## src/rtl/riscv_hazard_pkg.sv

```systemverilog
// Shared types and helpers for the hazard/forwarding scoreboard.
// The in-flight tag format and the forwarding-select encoding live here.
package riscv_hazard_pkg;

  // Tags store rd zero-extended to this width, so REG_W may be at most MAX_REG_W.
  localparam int MAX_REG_W = 8;
  localparam int FWD_RF    = 0;

  typedef struct packed {
    logic                 valid;
    logic [MAX_REG_W-1:0] rd;
    logic                 we;
    logic                 is_load;
  } entry_t;

  // The select must encode "register file" plus one code per tracked entry.
  function automatic int sel_width(input int depth);
    return (depth < 1) ? 1 : $clog2(depth + 1);
  endfunction

endpackage

```

## src/rtl/riscv_hazard_scoreboard_match.sv

```systemverilog
// Per-operand dependency search over the in-flight tags.
// Reports the youngest matching writer and whether its data is not yet available.
module hazard_match
  import riscv_hazard_pkg::*;
#(
  parameter int DEPTH      = 3,
  parameter int REG_W      = 5,
  parameter int LOAD_READY = 1,
  parameter int SEL_W      = sel_width(DEPTH)
) (
  input  logic [REG_W-1:0]   rs,
  input  logic               used,
  input  entry_t [DEPTH-1:0] entries,
  output logic               hit,
  output logic [SEL_W-1:0]   index,
  output logic               load_use
);

  logic hit_load;
  int   hit_idx;

  // NOTE: every output gets a default before any condition, otherwise the
  // untaken paths would infer latches.
  always_comb begin
    hit      = 1'b0;
    index    = '0;
    hit_load = 1'b0;
    hit_idx  = 0;
    if (used && (rs != '0)) begin
      // Scan oldest to youngest so the youngest match is the one left standing.
      for (int i = DEPTH - 1; i >= 0; i--) begin
        if (entries[i].valid && entries[i].we &&
            (entries[i].rd == MAX_REG_W'(rs))) begin
          hit      = 1'b1;
          index    = SEL_W'(i);
          hit_load = entries[i].is_load;
          hit_idx  = i;
        end
      end
    end
    load_use = hit && hit_load && (hit_idx < LOAD_READY);
  end

endmodule

```

## src/rtl/riscv_hazard_scoreboard.sv

```systemverilog
// Interlock and bypass controller: tag shift chain, stall/flush, operand
// forwarding muxes and saturating stall/flush statistics.
module riscv_hazard_scoreboard
  import riscv_hazard_pkg::*;
#(
  parameter int DEPTH      = 3,
  parameter int DATA_W     = 32,
  parameter int REG_W      = 5,
  parameter int LOAD_READY = 1,
  parameter int CNT_W      = 16,
  localparam int SEL_W     = sel_width(DEPTH)
) (
  input  logic                    clk,
  input  logic                    rst,
  input  logic                    dec_valid,
  input  logic [REG_W-1:0]        dec_rs1,
  input  logic [REG_W-1:0]        dec_rs2,
  input  logic                    dec_rs1_used,
  input  logic                    dec_rs2_used,
  input  logic [REG_W-1:0]        dec_rd,
  input  logic                    dec_rd_we,
  input  logic                    dec_is_load,
  input  logic                    branch_taken,
  input  logic [DATA_W-1:0]       rf_rs1_data,
  input  logic [DATA_W-1:0]       rf_rs2_data,
  input  logic [DEPTH*DATA_W-1:0] stage_data,
  output logic [DATA_W-1:0]       op1_data,
  output logic [DATA_W-1:0]       op2_data,
  output logic [SEL_W-1:0]        fwd_sel1,
  output logic [SEL_W-1:0]        fwd_sel2,
  output logic                    stall,
  output logic                    flush,
  output logic [CNT_W-1:0]        stall_cnt,
  output logic [CNT_W-1:0]        flush_cnt
);

  entry_t [DEPTH-1:0] entry_q, entry_d;
  logic [CNT_W-1:0]   stall_cnt_q, stall_cnt_d;
  logic [CNT_W-1:0]   flush_cnt_q, flush_cnt_d;

  logic               hit1, hit2, lu1, lu2;
  logic [SEL_W-1:0]   idx1, idx2;

  hazard_match #(
    .DEPTH(DEPTH), .REG_W(REG_W), .LOAD_READY(LOAD_READY), .SEL_W(SEL_W)
  ) u_match1 (
    .rs(dec_rs1), .used(dec_rs1_used), .entries(entry_q),
    .hit(hit1), .index(idx1), .load_use(lu1)
  );

  hazard_match #(
    .DEPTH(DEPTH), .REG_W(REG_W), .LOAD_READY(LOAD_READY), .SEL_W(SEL_W)
  ) u_match2 (
    .rs(dec_rs2), .used(dec_rs2_used), .entries(entry_q),
    .hit(hit2), .index(idx2), .load_use(lu2)
  );

  // The redirect wins: the decode instruction is wrong-path and is dropped anyway.
  assign flush = branch_taken;
  assign stall = dec_valid && (lu1 || lu2) && !branch_taken;

  always_comb begin
    fwd_sel1 = SEL_W'(FWD_RF);
    fwd_sel2 = SEL_W'(FWD_RF);
    op1_data = rf_rs1_data;
    op2_data = rf_rs2_data;
    for (int i = 0; i < DEPTH; i++) begin
      if (hit1 && !lu1 && (idx1 == SEL_W'(i))) begin
        fwd_sel1 = SEL_W'(i + 1);
        op1_data = stage_data[i*DATA_W +: DATA_W];
      end
      if (hit2 && !lu2 && (idx2 == SEL_W'(i))) begin
        fwd_sel2 = SEL_W'(i + 1);
        op2_data = stage_data[i*DATA_W +: DATA_W];
      end
    end
  end

  // Tags always advance; a stall or flush simply injects a bubble at entry 0.
  always_comb begin
    entry_d[0] = '0;
    if (dec_valid && !stall && !flush) begin
      entry_d[0].valid   = 1'b1;
      entry_d[0].rd      = MAX_REG_W'(dec_rd);
      entry_d[0].we      = dec_rd_we && (dec_rd != '0);
      entry_d[0].is_load = dec_is_load;
    end
    for (int i = 1; i < DEPTH; i++) begin
      entry_d[i] = entry_q[i-1];
    end
  end

  always_comb begin
    stall_cnt_d = stall_cnt_q;
    flush_cnt_d = flush_cnt_q;
    if (stall && (stall_cnt_q != {CNT_W{1'b1}})) stall_cnt_d = stall_cnt_q + CNT_W'(1);
    if (flush && (flush_cnt_q != {CNT_W{1'b1}})) flush_cnt_d = flush_cnt_q + CNT_W'(1);
  end

  // NOTE: state registers use non-blocking assignments so every flop samples
  // the pre-edge value of its neighbour, which is what makes the chain shift.
  always_ff @(posedge clk or negedge rst) begin
    if (!rst) begin
      entry_q     <= '0;
      stall_cnt_q <= '0;
      flush_cnt_q <= '0;
    end else begin
      entry_q     <= entry_d;
      stall_cnt_q <= stall_cnt_d;
      flush_cnt_q <= flush_cnt_d;
    end
  end

  assign stall_cnt = stall_cnt_q;
  assign flush_cnt = flush_cnt_q;

endmodule

```

## config.mk

```make
export PLATFORM = sky130hd
export DESIGN_NAME = riscv_hazard_scoreboard
export DESIGN_NICKNAME = d
export VERILOG_FILES = /design/src/rtl/riscv_hazard_pkg.sv /design/src/rtl/riscv_hazard_scoreboard_match.sv /design/src/rtl/riscv_hazard_scoreboard.sv
export SDC_FILE = /design/constraint.sdc
export NUM_CORES = 1
export LEC_CHECK = 0
export ABC_AREA = 1
export BUFFER_PORTS_ARGS = -buffer_cell sky130_fd_sc_hd__buf_2
export CAP_MARGIN = 20
export CORE_UTILIZATION = 27
export DETAILED_ROUTE_END_ITERATION = 6
export PLACE_DENSITY = 0.57
export SYNTH_ARGS = -nofsm -noshare
export SYNTH_HDL_FRONTEND = slang
export SYNTH_SLANG_ARGS = --single-unit
```

## constraint.sdc

```tcl
create_clock -name clk -period 2.51 [get_ports clk]
set_input_delay 0.251 -clock clk [delete_from_list [all_inputs] [get_ports clk]]
set_output_delay 0.251 -clock clk [all_outputs]
set_load 0.02 [all_outputs]
```

* Word-level counts from Yosys, hierarchy flattened
Index checks and enable logic that the tools add are counted.
** Word-level totals
- Register bits :: 65
- Bits of input ports :: 183
- Output and inout port bits :: 102
** Cells by class
- Add/subtract/negate cells :: 2
- Magnitude comparators :: 2
- Eq/ne operators :: 12
- Multiplexer cells :: 45
- Reductions and logical operators :: 40
** Operators with widths (count)
- two-way mux 32 bit :: 8
- less-than comparator 32 x 2 -> 1 bit, second input constant :: 2
- == test 8 x 5 -> 1 bit :: 6
- two-way mux 2 bit :: 18
- adder 16 x 1 -> 16 bit, second input constant :: 2
- inequality test 16 bit, second input constant :: 2
- logical AND 1 bit :: 30
- two-way mux 1 bit :: 18
- nonzero test 5 bit :: 3
- two-way mux 11 bit :: 1
- == test 2 x 1 -> 1 bit, second input constant :: 2
- == test 2 bit, second input constant :: 2
- logical NOT 1 bit :: 4
- logical NOT 2 bit :: 2
- logical OR 1 bit :: 1

* Depth between registers and ports, before layout
Gate-level depths: netlist (run 1).
- Word-level depth :: 15
- Gate-level depth with buffers :: 15
- Mapped depth without buffers :: 14

* By module
A second synthesis (run 1) with hierarchy kept.
** Unflattened totals
- Cell total of the unflattened synthesis :: 991
- Area total of the unflattened synthesis :: 5650.4 um^2
** By module, submodules not included
- riscv_hazard_scoreboard :: times used 1, cells an instance 767, area each 4712.0 um^2, seq. area each 1401.3 um^2
- hazard_match :: times used 2, cells an instance 112, area each 469.2 um^2, seq. area each 0.0 um^2

* Least setup slack after synthesis (run 1)
OpenSTA, ideal clock, no wires.
- Kind :: register to register
- Start point :: reg flush_cnt_q[0] (netlist: flush_cnt[0])
- End point :: reg flush_cnt_q[14] (netlist: flush_cnt[14])
- Setup time :: 0.122 ns
- Arrival :: 1.930 ns
- Path slack :: 0.458 ns
- Cell stages (with the launch flop) :: 12
- Period minus slack after synthesis :: 2.052 ns
- Cells stage by stage :: dfrtp_1 -> ha_1 -> nand3_1 -> nor3_1 -> nand4_1 -> nand2_1 -> or2_2 -> nor2_1 -> nand2_1 -> nor2_1 -> nand2_1 -> xor2_1
** On the way
- Word-level cells in the longest chain between the ends :: 2
- Elaborated cells on any way between the ends :: 3
** RTL lines
- start: declaration :: line riscv_hazard_scoreboard.sv:39 : logic [CNT_W-1:0] flush_cnt_q, flush_cnt_d;
- start signal: assignment :: line riscv_hazard_scoreboard.sv:110 : flush_cnt_q <= flush_cnt_d;
- branches (longest 2 deep; another with adder 16 x 1 -> 16 bit)
Parallel ways; which one is timed is not known.
A chain may end at the register's enable or synchronous reset.

* Worst setup path in the final report (run 1)
- Start point :: reg entry_q (netlist bit entry_d[17])
- End point :: out op2_data[0]
** On the way
- Word-level cells in the longest chain between the ends :: 12
- Elaborated cells on any way between the ends :: 24
** RTL lines
- start: declaration :: line riscv_hazard_scoreboard.sv:37 : entry_t [DEPTH-1:0] entry_q, entry_d;
- start signal: assignment :: line riscv_hazard_scoreboard.sv:108 : entry_q <= entry_d;
- == test 8 x 5 -> 1 bit (*) :: line riscv_hazard_scoreboard_match.sv:33 : (entries[i].rd == MAX_REG_W'(rs))) begin
- logical AND 1 bit (*) :: line riscv_hazard_scoreboard_match.sv:32 : if (entries[i].valid && entries[i].we &&
- two-way mux 2 bit or two-way mux 1 bit (tied branches) :: line riscv_hazard_scoreboard_match.sv:32
- two-way mux 32 bit or two-way mux 1 bit (tied branches) :: line riscv_hazard_scoreboard_match.sv:29 : if (used && (rs != '0)) begin
- less-than comparator 32 x 2 -> 1 bit or logical AND 1 bit (tied branches) :: line riscv_hazard_scoreboard_match.sv:41 : load_use = hit && hit_load && (hit_idx < LOAD_READY);
- logical AND 1 bit :: line riscv_hazard_scoreboard_match.sv:41
- logical NOT 1 bit :: line riscv_hazard_scoreboard.sv:72 : if (hit2 && !lu2 && (idx2 == SEL_W'(i))) begin
- logical AND 1 bit (2 in a row) :: line riscv_hazard_scoreboard.sv:72
- two-way mux 32 bit (2 in a row) :: line riscv_hazard_scoreboard.sv:72
- two-way mux 32 bit (*) :: line riscv_hazard_scoreboard.sv:72
- end: declaration :: line riscv_hazard_scoreboard.sv:28 : output logic [DATA_W-1:0] op2_data,
Every way passes the cells marked *; elsewhere a longest branch is shown, timed or not.

==> results_dict.tcl, run 1 <==
set metrics [dict create \
    fin_nets 1390 \
    synthArstFlopShare_pct 100 \
    critPathMaxFanout 9 \
    clockRootBuffer "clkbuf_16" \
    postRouteAntennaNets 0 \
    slew_headroom_pct 46.9 \
    p_leak_nw 4.99 \
    syn_to_final_growth_pct 80.5 \
    fmaxAchievable_ghz 0.376 \
    core_area_um2 19400 \
    wirelength_mm 26.1 \
    syn_inst 878 \
    synth_edf_count 0 \
    use_met1_pct 29.0 \
    synth.distinct_cells 40 \
    drv_slew 0 \
    r2r_end "stall_cnt[9]" \
    fin_crit_sh_pct 106 \
    clk_latency_ns 0.29 \
    cts_tree "done" \
    tightest_slew_ns 0.797 \
    p_per_area_nw_per_um2 278 \
    fin_hold_ws_ns 0.0402 \
    multi_input_area_um2 4490 \
    n_fill_cell 1948 \
    grt_pass1_wl_mm 38.3 \
    arrival_ns 2.41 \
    std_cell_rows 51 \
    violations "negative setup slack" \
    drc 0 \
    cts_sinks 56 \
    setup_tns_ns -4.37 \
    end_kind "output port" \
    met2_usage_pct 41.1 \
    finalClockSkew_ns 0.00444 \
    max-cap-violations 0 \
    finalCriticalPeriod_ns 2.66 \
    path_class "register to output port" \
    status "complete, but fails checks" \
    final.setup.worst_slack_ns -0.152 \
    htreeDepth 2 \
    gr-total-overflow 0 \
    chipHeight_um 143 \
    p_sw_mw 0.922 \
    drt_pass1_iterations 5 \
    drt_iter0_drc 402 \
    grt_antenna_before_repair 8 \
    dp_hpwl_mm 17.6 \
    worst-r2r-setup-slack_ns 0.25 \
    grt_use_met3_pct 5.06 \
    wire_per_inst_um 17.6 \
    setup_viol 64 \
    critPathRequiredTime_ns 2.26 \
    totalPowerFinal_mw 2.68 \
    port_buffers 284 \
    ios 285 \
    hold_violations 0 \
    drive_above_1_share_pct 50.8 \
    clockPowerShare_pct 25.9 \
    synth-main-ff-cell "dfrtp_1" \
    pwr-share-seq_pct 39.1 \
    power.internal_mw 1.76 \
    swShare_pct 34.4 \
    ir_drop_v 0.000430 \
    yosys_register_bits 56 \
    r2r_cells 12 \
    path_clk_slew_ns 0.07 \
    start_util_pct 27.5 \
    synth_nets 1063 \
    dp_cells 1411 \
    netlist_area_um2 5340 \
    power_frac_comb_pct 35.0 \
    r2r-start "entry_d[17]" \
    vias_per_cell 5.09 \
    cts_inserted_buffers 5 \
    finalNonFillerCells 1480 \
    die_area_um2 20300 \
    via_count 7530 \
    gp_congestion 0.946 \
    grt_pass1_vias 7182 \
    die_x_um 143 \
    critPathLaunchType "register" \
    clock_path_buffers 2 \
    grt_start_max_net_pins 36 \
    busiest_layer "met2" \
    hold_class "primary input to asynchronous set/reset pin" \
    ff_latch_area_um2 1400 \
    avgSynthCellArea_um2 6.08 \
    rsz0062_at_grt "yes" \
    synth_warnings 0 \
    track_usage_pct 24.2 \
    ys_seq_area_share_pct 26.2 \
]
==> metal layers <==
layer	share of wire [%]	vias to the layer above	wire length, um
met5	0	-	0
met4	4.3	0	1110
met3	7.8	83	2030
met2	48	414	12600
met1	40	3497	10400
li1	-	3536	-
==> stage by stage <==
stage / cell area, um^2 / utilization, % / setup WS [ns]
after floorplan: 5340 / - / 0.458
after global placement: 7230 / 37.3 / 0.103
after detailed placement: 7230 / 37.3 / 0.110
after CTS: 8920 / 46.0 / -0.122
after global routing: 9630 / 49.7 / -0.279
final: 9640 / 49.7 / -0.152
==> worst max path at each step <==
stage | from | end | slack, ns | cells past startpoint
after floorplan | flush_cnt[0] | flush_cnt[14] | 0.46 | 11
after CTS | entry_d[17] | op1_data[15] | -0.12 | 16
after global placement | entry_d[13] | op1_data[0] | 0.10 | 13
final | entry_d[17] | op2_data[0] | -0.15 | 12
after detailed placement | dec_rs1[4] | op1_data[0] | 0.11 | 15
after global routing | entry_d[17] | op2_data[19] | -0.28 | 13
==> cell type report <==
type	instances	share of cell area (%)
diodes	9	0.234
clock buffers	6	1.34
clock inverters	2	0.169
inverters	76	3.21
multi-input cells	704	46.6
flip-flops and latches	56	14.6
well taps	265	3.44
repair buffers	362	30.5
==> cell usage in the layout, fill, tap and decap left out, drive strengths merged, types with 2 or more instances in the layout <==
master and count:
nor2 49, dfrtp 56, diode 9, or2 33, clkbuf 8, nor3 20, o21ai 7, clkinvlp 2
ha 2, buf 359, o22ai 2, xnor2 8, inv 75, o211ai 32, nand4 26, nand3 156
nand2 330, xor2 24, a21oi 8
==> kinds of logic (layout without fill, tap and decap cells) <==
kind of cell | after synthesis | in the layout | share of synthesized area (%)
buffers and inverters | 118 | 446 | 8.91
AOI/OAI and AO/OA | 53 | 53 | 7.20
xor gates and xnor gates | 32 | 32 | 5.25
other | 0 | 9 | 0
and+or+nand+nor | 617 | 617 | 51.9
DFF | 56 | 56 | 26.2
adders and majority gates | 2 | 2 | 0.469
==> state kept, by name, indices dropped and copies added (netlist names) <==
| register | count |
|---|---|
| entry_d | 16 |
| entry_q | 8 |
| flush_cnt | 16 |
| stall_cnt | 16 |
==> power groups by stage <==
stage | combinational, mW | sequential (mW) | clock (mW)
after global placement | 0.746 | 1.06 | 0
after floorplan | 0.326 | 1.12 | 0
final | 0.940 | 1.05 | 0.693
after global routing | 1.02 | 1.06 | 0.765
after CTS | 0.864 | 1.05 | 0.730
after detailed placement | 0.748 | 1.06 | 0
==> cell usage after synthesis, drive strengths merged, types with 19 or more instances <==
library cell  count  area [um^2]
nand2           330         1260
nand3           156          808
inv              76          285
dfrtp            56         1400
nor2             49          208
or2              33          206
o211ai           32          240
nand4            26          163
xor2             24          210
clkbuf           23         86.3
nor3             20          105
buf              19          104
==> repair_timing <==
action / 4_1_cts / 5_1_grt
pin swaps: 65 / 77
gates resized for setup: 250 / 165
buffers inserted: 34 / 6
gates cloned: 12 / 2
setup endpoints to repair: 53 / 66
hold buffers: 0 / 0
hold endpoints to repair: 0 / 0
==> critical path, cell delays in order, from the launching register on <==
cell and delay [ns]:
dfrtp_1 0.43, buf_6 0.14, xor2_2 0.16, nor3_2 0.15
nand3_2 0.14, inv_2 0.11, nand3_4 0.14, buf_12 0.20
nand2_2 0.06, nand3_2 0.09, o211ai_1 0.20, nand2_1 0.12
buf_6 0.15
No activity file was read; power rests on OpenSTA's default activity.
==> inputs of run 2 (changes only) <==
Settings changed: RECOVER_POWER from default to 25, SETUP_SLACK_MARGIN from default to 0.05, SLEW_MARGIN from default to 40.
==> results_dict.tcl, run 2 (same netlist as run 1, synthesis figures left out) <==
set metrics [dict create \
    holdPathStages 3 \
    cp_top_family "buffers and inverters" \
    pwr-share-seq_pct 38.3 \
    n_fill_cell 1822 \
    fmaxAchievable_ghz 0.379 \
    grt_start_max_net_pins 36 \
    die_area_um2 20300 \
    start_util_pct 27.5 \
    grt_pass1_wl_mm 39.3 \
    place_ws_ns 0.110 \
    power.internal_mw 1.78 \
    fin_nets 1419 \
    cts_inserted_buffers 5 \
    p_leak_nw 5.41 \
    critPathMaxFanout 8 \
    layout_common_cells "216 x buf_2, 207 x nand2_1, 102 x nand3_2, 91 x buf_6, 65 x nand2_2" \
    top_layer "met4" \
    tightest_slew_ns 0.871 \
    finalClockSkew_ns 0.00521 \
    final.setup.worst_slack_ns -0.127 \
    gp_congestion 0.946 \
    htreeDepth 2 \
    max-cap-violations 0 \
    syn_to_final_growth_pct 96.2 \
    status "complete, but fails checks" \
    cp_cell_sequence "buf_6 > xor2_1 > nor3_2 > nand3_2 > inv_2 > nand3_4 > inv_8 > buf_6 > buf_12 > nand2_2 > nand3_2 > o211ai_1 > nand2_1 > buf_6" \
    wl_met1_mm 11.1 \
    critPathSlowestCell "dfrtp_1" \
    vias_per_cell 5.23 \
    hold_class "primary input to register" \
    crit_path_frequent_cell "buf_6" \
    route.met2.wl_mm 13.9 \
    setup_viol 64 \
    clockPowerShare_pct 25.5 \
    postRouteAntennaNets 0 \
    die_x_um 143 \
    core_area_um2 19400 \
    arrival_ns 2.39 \
    slowest_delay_ns 0.43 \
    p_per_area_nw_per_um2 261 \
    wire_per_inst_um 19.0 \
    r2r-start "entry_d[25]" \
    layout.cells.most_common "buf_2" \
    path_class "register to output port" \
    r2r_cells 18 \
    drt_iter0_drc 462 \
    r2r_end "stall_cnt[9]" \
    clock_path_buffers 2 \
    end_kind "output port" \
    drv_slew 0 \
    drc 0 \
    placed_cell_area_um2 7230 \
    ir_drop_v 0.000430 \
    critPathLaunchType "register" \
    port_buffers 284 \
    violations "negative setup slack" \
    clk_latency_ns 0.29 \
    grt_antenna_before_repair 7 \
    wirelength_mm 28.6 \
    drt_pass1_iterations 5 \
    fin_crit_sh_pct 105 \
    grt_pass1_vias 7299 \
    track_usage_pct 24.9 \
    utilization_pct 54.0 \
    holdPathEnd "entry_d[17]" \
    std_cell_rows 51 \
    gr-total-overflow 0 \
    hp-start "dec_rd[4]" \
    power_frac_comb_pct 36.1 \
    chipHeight_um 143 \
    critPathRequiredTime_ns 2.26 \
    dp_cells 1411 \
    dp_hpwl_mm 17.6 \
    final_cell_area_um2 10500 \
    crit_buf_inv 6 \
    finalNonFillerCells 1510 \
    finalCriticalPeriod_ns 2.64 \
    ios 285 \
    cts_tree "done" \
    totalPowerFinal_mw 2.74 \
    path_clk_slew_ns 0.07 \
    swShare_pct 34.9 \
    worst-r2r-setup-slack_ns 0.13 \
    via_count 7903 \
    cts_sinks 56 \
    clockRootBuffer "clkbuf_16" \
    hold_violations 0 \
    drive_above_1_share_pct 57.0 \
    routed-wl-met3_mm 2.25 \
    p_sw_mw 0.956 \
    slew_headroom_pct 41.9 \
    rsz0062_at_grt "yes" \
]
## run 2: per-layer routing
layer	vias to the layer above	global-route usage [%]
met5	-	0
met4	0	11.9
met3	121	4.90
met2	458	42.2
met1	3723	30.1
li1	3601	-
## run 2: worst max path at each step
| stage | start | endpoint | slack, ns | depth (start not counted) |
|---|---|---|---|---|
| after floorplan | flush_cnt[0] | flush_cnt[14] | 0.46 | 11 |
| after global placement | entry_d[13] | op1_data[0] | 0.10 | 13 |
| after detailed placement | dec_rs1[4] | op1_data[0] | 0.11 | 15 |
| after CTS | entry_d[17] | op1_data[15] | -0.12 | 16 |
| after global routing | entry_d[17] | op2_data[1] | -0.27 | 14 |
| final | entry_d[17] | op2_data[12] | -0.13 | 14 |
## run 2: area by class of cell
| type | instances | area [um^2] | area share [%] |
|---|---|---|---|
| Antenna cell | 10 | 25.0 | 0.239 |
| Multi-Input combinational cell | 704 | 4900 | 46.8 |
| Timing Repair Buffer | 391 | 3360 | 32.1 |
| Clock inverter | 2 | 16.3 | 0.155 |
| Clock buffer | 6 | 129 | 1.23 |
| Sequential cell | 56 | 1400 | 13.4 |
| Tap cell | 265 | 332 | 3.17 |
| Inverter | 76 | 309 | 2.95 |
## run 2: tightest hold or removal path, delay by kind of cell
family,cells,cell delay [ns]
simple gates,1,0.03
buf+inv,2,0.14
## run 2: metrics by stage
step | hold slack (ns) | TNS (ns)
after floorplan | -0.0446 | 0
after global placement | 0.356 | 0
after detailed placement | 0.362 | 0
after CTS | 0.0671 | -4.29
after global routing | 0.169 | -13.74
final | 0.168 | -4.33
## run 2: what timing repair did
action | in CTS | in global routing
pin swaps | 77 | 118
resized for setup | 317 | 232
endpoints found under the hold margin | 0 | 33
gates cloned | 13 | 8
hold buffers | 0 | 1
setup buffers | 37 | 26
endpoints found under the setup margin | 65 | 67
## run 2: power groups by stage
| stage | clock network (mW) | registers [mW] | logic [mW] |
|---|---|---|---|
| 3_3_place_gp | 0 | 1.06 | 0.746 |
| 6_report | 0.699 | 1.05 | 0.990 |
| 4_1_cts | 0.730 | 1.05 | 0.889 |
| 2_1_floorplan | 0 | 1.12 | 0.326 |
| 3_5_place_dp | 0 | 1.06 | 0.748 |
| 5_1_grt | 0.765 | 1.06 | 1.07 |
==> inputs of run 3 (changes only) <==
Settings changed: PLACE_DENSITY 0.57 to default, PLACE_DENSITY_LB_ADDON from default to 0.2.
==> results_dict.tcl, run 3 (same netlist as run 1, synthesis figures left out) <==
set metrics [dict create \
    status "complete, but fails checks" \
    violations "negative setup slack" \
    ff_latch_area_um2 1410 \
    die_area_um2 20300 \
    layout_common_cells "263 x nand2_1, 219 x buf_2, 95 x nand3_2, 77 x buf_6, 61 x inv_1" \
    power_frac_comb_pct 34.3 \
    setup_viol 59 \
    cts_inserted_buffers 5 \
    clk_latency_ns 0.29 \
    gp_congestion 0.916 \
    drt_iter0_drc 514 \
    p_leak_nw 5.05 \
    wire_per_inst_um 18.6 \
    critical_path.startpoint "entry_d[15]" \
    r2r_cells 15 \
    cts_sinks 56 \
    place_ws_ns 0.0914 \
    rsz0062_at_grt "yes" \
    p_sw_mw 0.930 \
    finalCriticalPeriod_ns 2.61 \
    std_cell_rows 51 \
    grt_antenna_before_repair 2 \
    r2r-start "entry_d[15]" \
    grt_pass1_wl_mm 38.0 \
    fin_crit_sh_pct 104 \
    swShare_pct 34.6 \
    path_clk_slew_ns 0.07 \
    path_class "register to output port" \
    critPathSlowestCell "dfrtp_1" \
    drv_slew 0 \
    cp_cell_sequence "xor2_1 > nor2_2 > nand3_4 > buf_6 > o21ai_4 > buf_6 > buf_6 > nand3_2 > nand3_2 > nand3_1 > nand2_1 > buf_6" \
    crit_path_frequent_cell "buf_6" \
    via_count 7612 \
    slew_headroom_pct 53.6 \
    cp_top_family "simple AND/OR/NAND/NOR gates" \
    final_cell_area_um2 9520 \
    totalPowerFinal_mw 2.69 \
    slowest_delay_ns 0.43 \
    multi_input_area_um2 4360 \
    worst-r2r-setup-slack_ns 0.14 \
    power.internal_mw 1.76 \
    crit_buf_inv 4 \
    critPathMaxFanout 4 \
    pwr-share-seq_pct 39.0 \
    core_area_um2 19400 \
    r2r_end "stall_cnt[14]" \
    postRouteAntennaNets 0 \
    drt_pass1_iterations 7 \
    fmaxAchievable_ghz 0.384 \
    layout.cells.most_common "nand2_1" \
    final.setup.worst_slack_ns -0.0970 \
    drc 0 \
    syn_to_final_growth_pct 78.3 \
    setup_tns_ns -2.96 \
    fin_hold_ws_ns 0.0724 \
    placed_cell_area_um2 7220 \
    vias_per_cell 5.18 \
    clockPowerShare_pct 26.6 \
    clockRootBuffer "clkbuf_16" \
    arrival_ns 2.36 \
    critPathLaunchType "register" \
    fin_nets 1385 \
    end_kind "output port" \
    htreeDepth 2 \
    hold_class "primary input to asynchronous set/reset pin" \
    grt_pass1_vias 6864 \
    critPathRequiredTime_ns 2.26 \
    ios 285 \
    wirelength_mm 27.4 \
    chipHeight_um 143 \
    die_x_um 143 \
    grt_start_max_net_pins 57 \
    cp.depth 12 \
    track_usage_pct 24.1 \
    port_buffers 284 \
    drive_above_1_share_pct 50.1 \
    clock_path_buffers 2 \
    hold_violations 0 \
    n_fill_cell 1974 \
    gr-total-overflow 0 \
    start_util_pct 27.5 \
    finalClockSkew_ns 0.00368 \
    dp_hpwl_mm 17.4 \
    tightest_slew_ns 0.696 \
    cts_tree "done" \
    ir_drop_v 0.000548 \
    p_per_area_nw_per_um2 283 \
    max-cap-violations 0 \
]
[run 3: layout make-up]
class                   instances  share of cell area [%]
diodes                          3                  0.0789
clock inverters                 3                   0.289
repair buffers                357                    31.1
well taps                     265                    3.48
multi-input cells             704                    45.8
inverters                      76                    3.18
clock buffers                   5                    1.31
flip-flops and latches         56                    14.8
[run 3: worst max-delay path by stage]
stage,to,slack (ns)
after CTS,op1_data[9],-0.11
after global placement,op1_data[13],0.08
final,op1_data[10],-0.1
after floorplan,flush_cnt[14],0.46
after detailed placement,op1_data[13],0.09
after global routing,op1_data[22],-0.21
[run 3: metrics by stage]
stage | std cells | util [%]
after floorplan | 878 | -
after global placement | 1408 | 37.2
after detailed placement | 1408 | 37.2
after CTS | 1450 | 43.0
after global routing | 1468 | 49.0
final | 1469 | 49.1
[run 3: metal layers]
layer	vias up	wire length [um]	global-route usage, %	part of all wire [%]
met5	-	0	0	0
met4	0	1180	11.5	4.3
met3	96	2260	3.89	8.3
met2	402	12900	39.5	47
met1	3584	11000	30.7	40
li1	3530	-	-	-
[run 3: power groups by stage]
stage	clock (mW)	combinational, mW	sequential, mW
floorplan	0	0.326	1.12
global placement	0	0.746	1.07
detailed placement	0	0.748	1.06
CTS	0.747	0.816	1.05
global route	0.781	1.00	1.06
finish	0.716	0.923	1.05
[run 3: what timing repair did]
item | CTS | global route
setup endpoints to repair | 65 | 77
resized for setup | 142 | 250
setup buffers | 23 | 10
hold buffers | 0 | 0
pin swaps | 27 | 146
cloned | 12 | 11
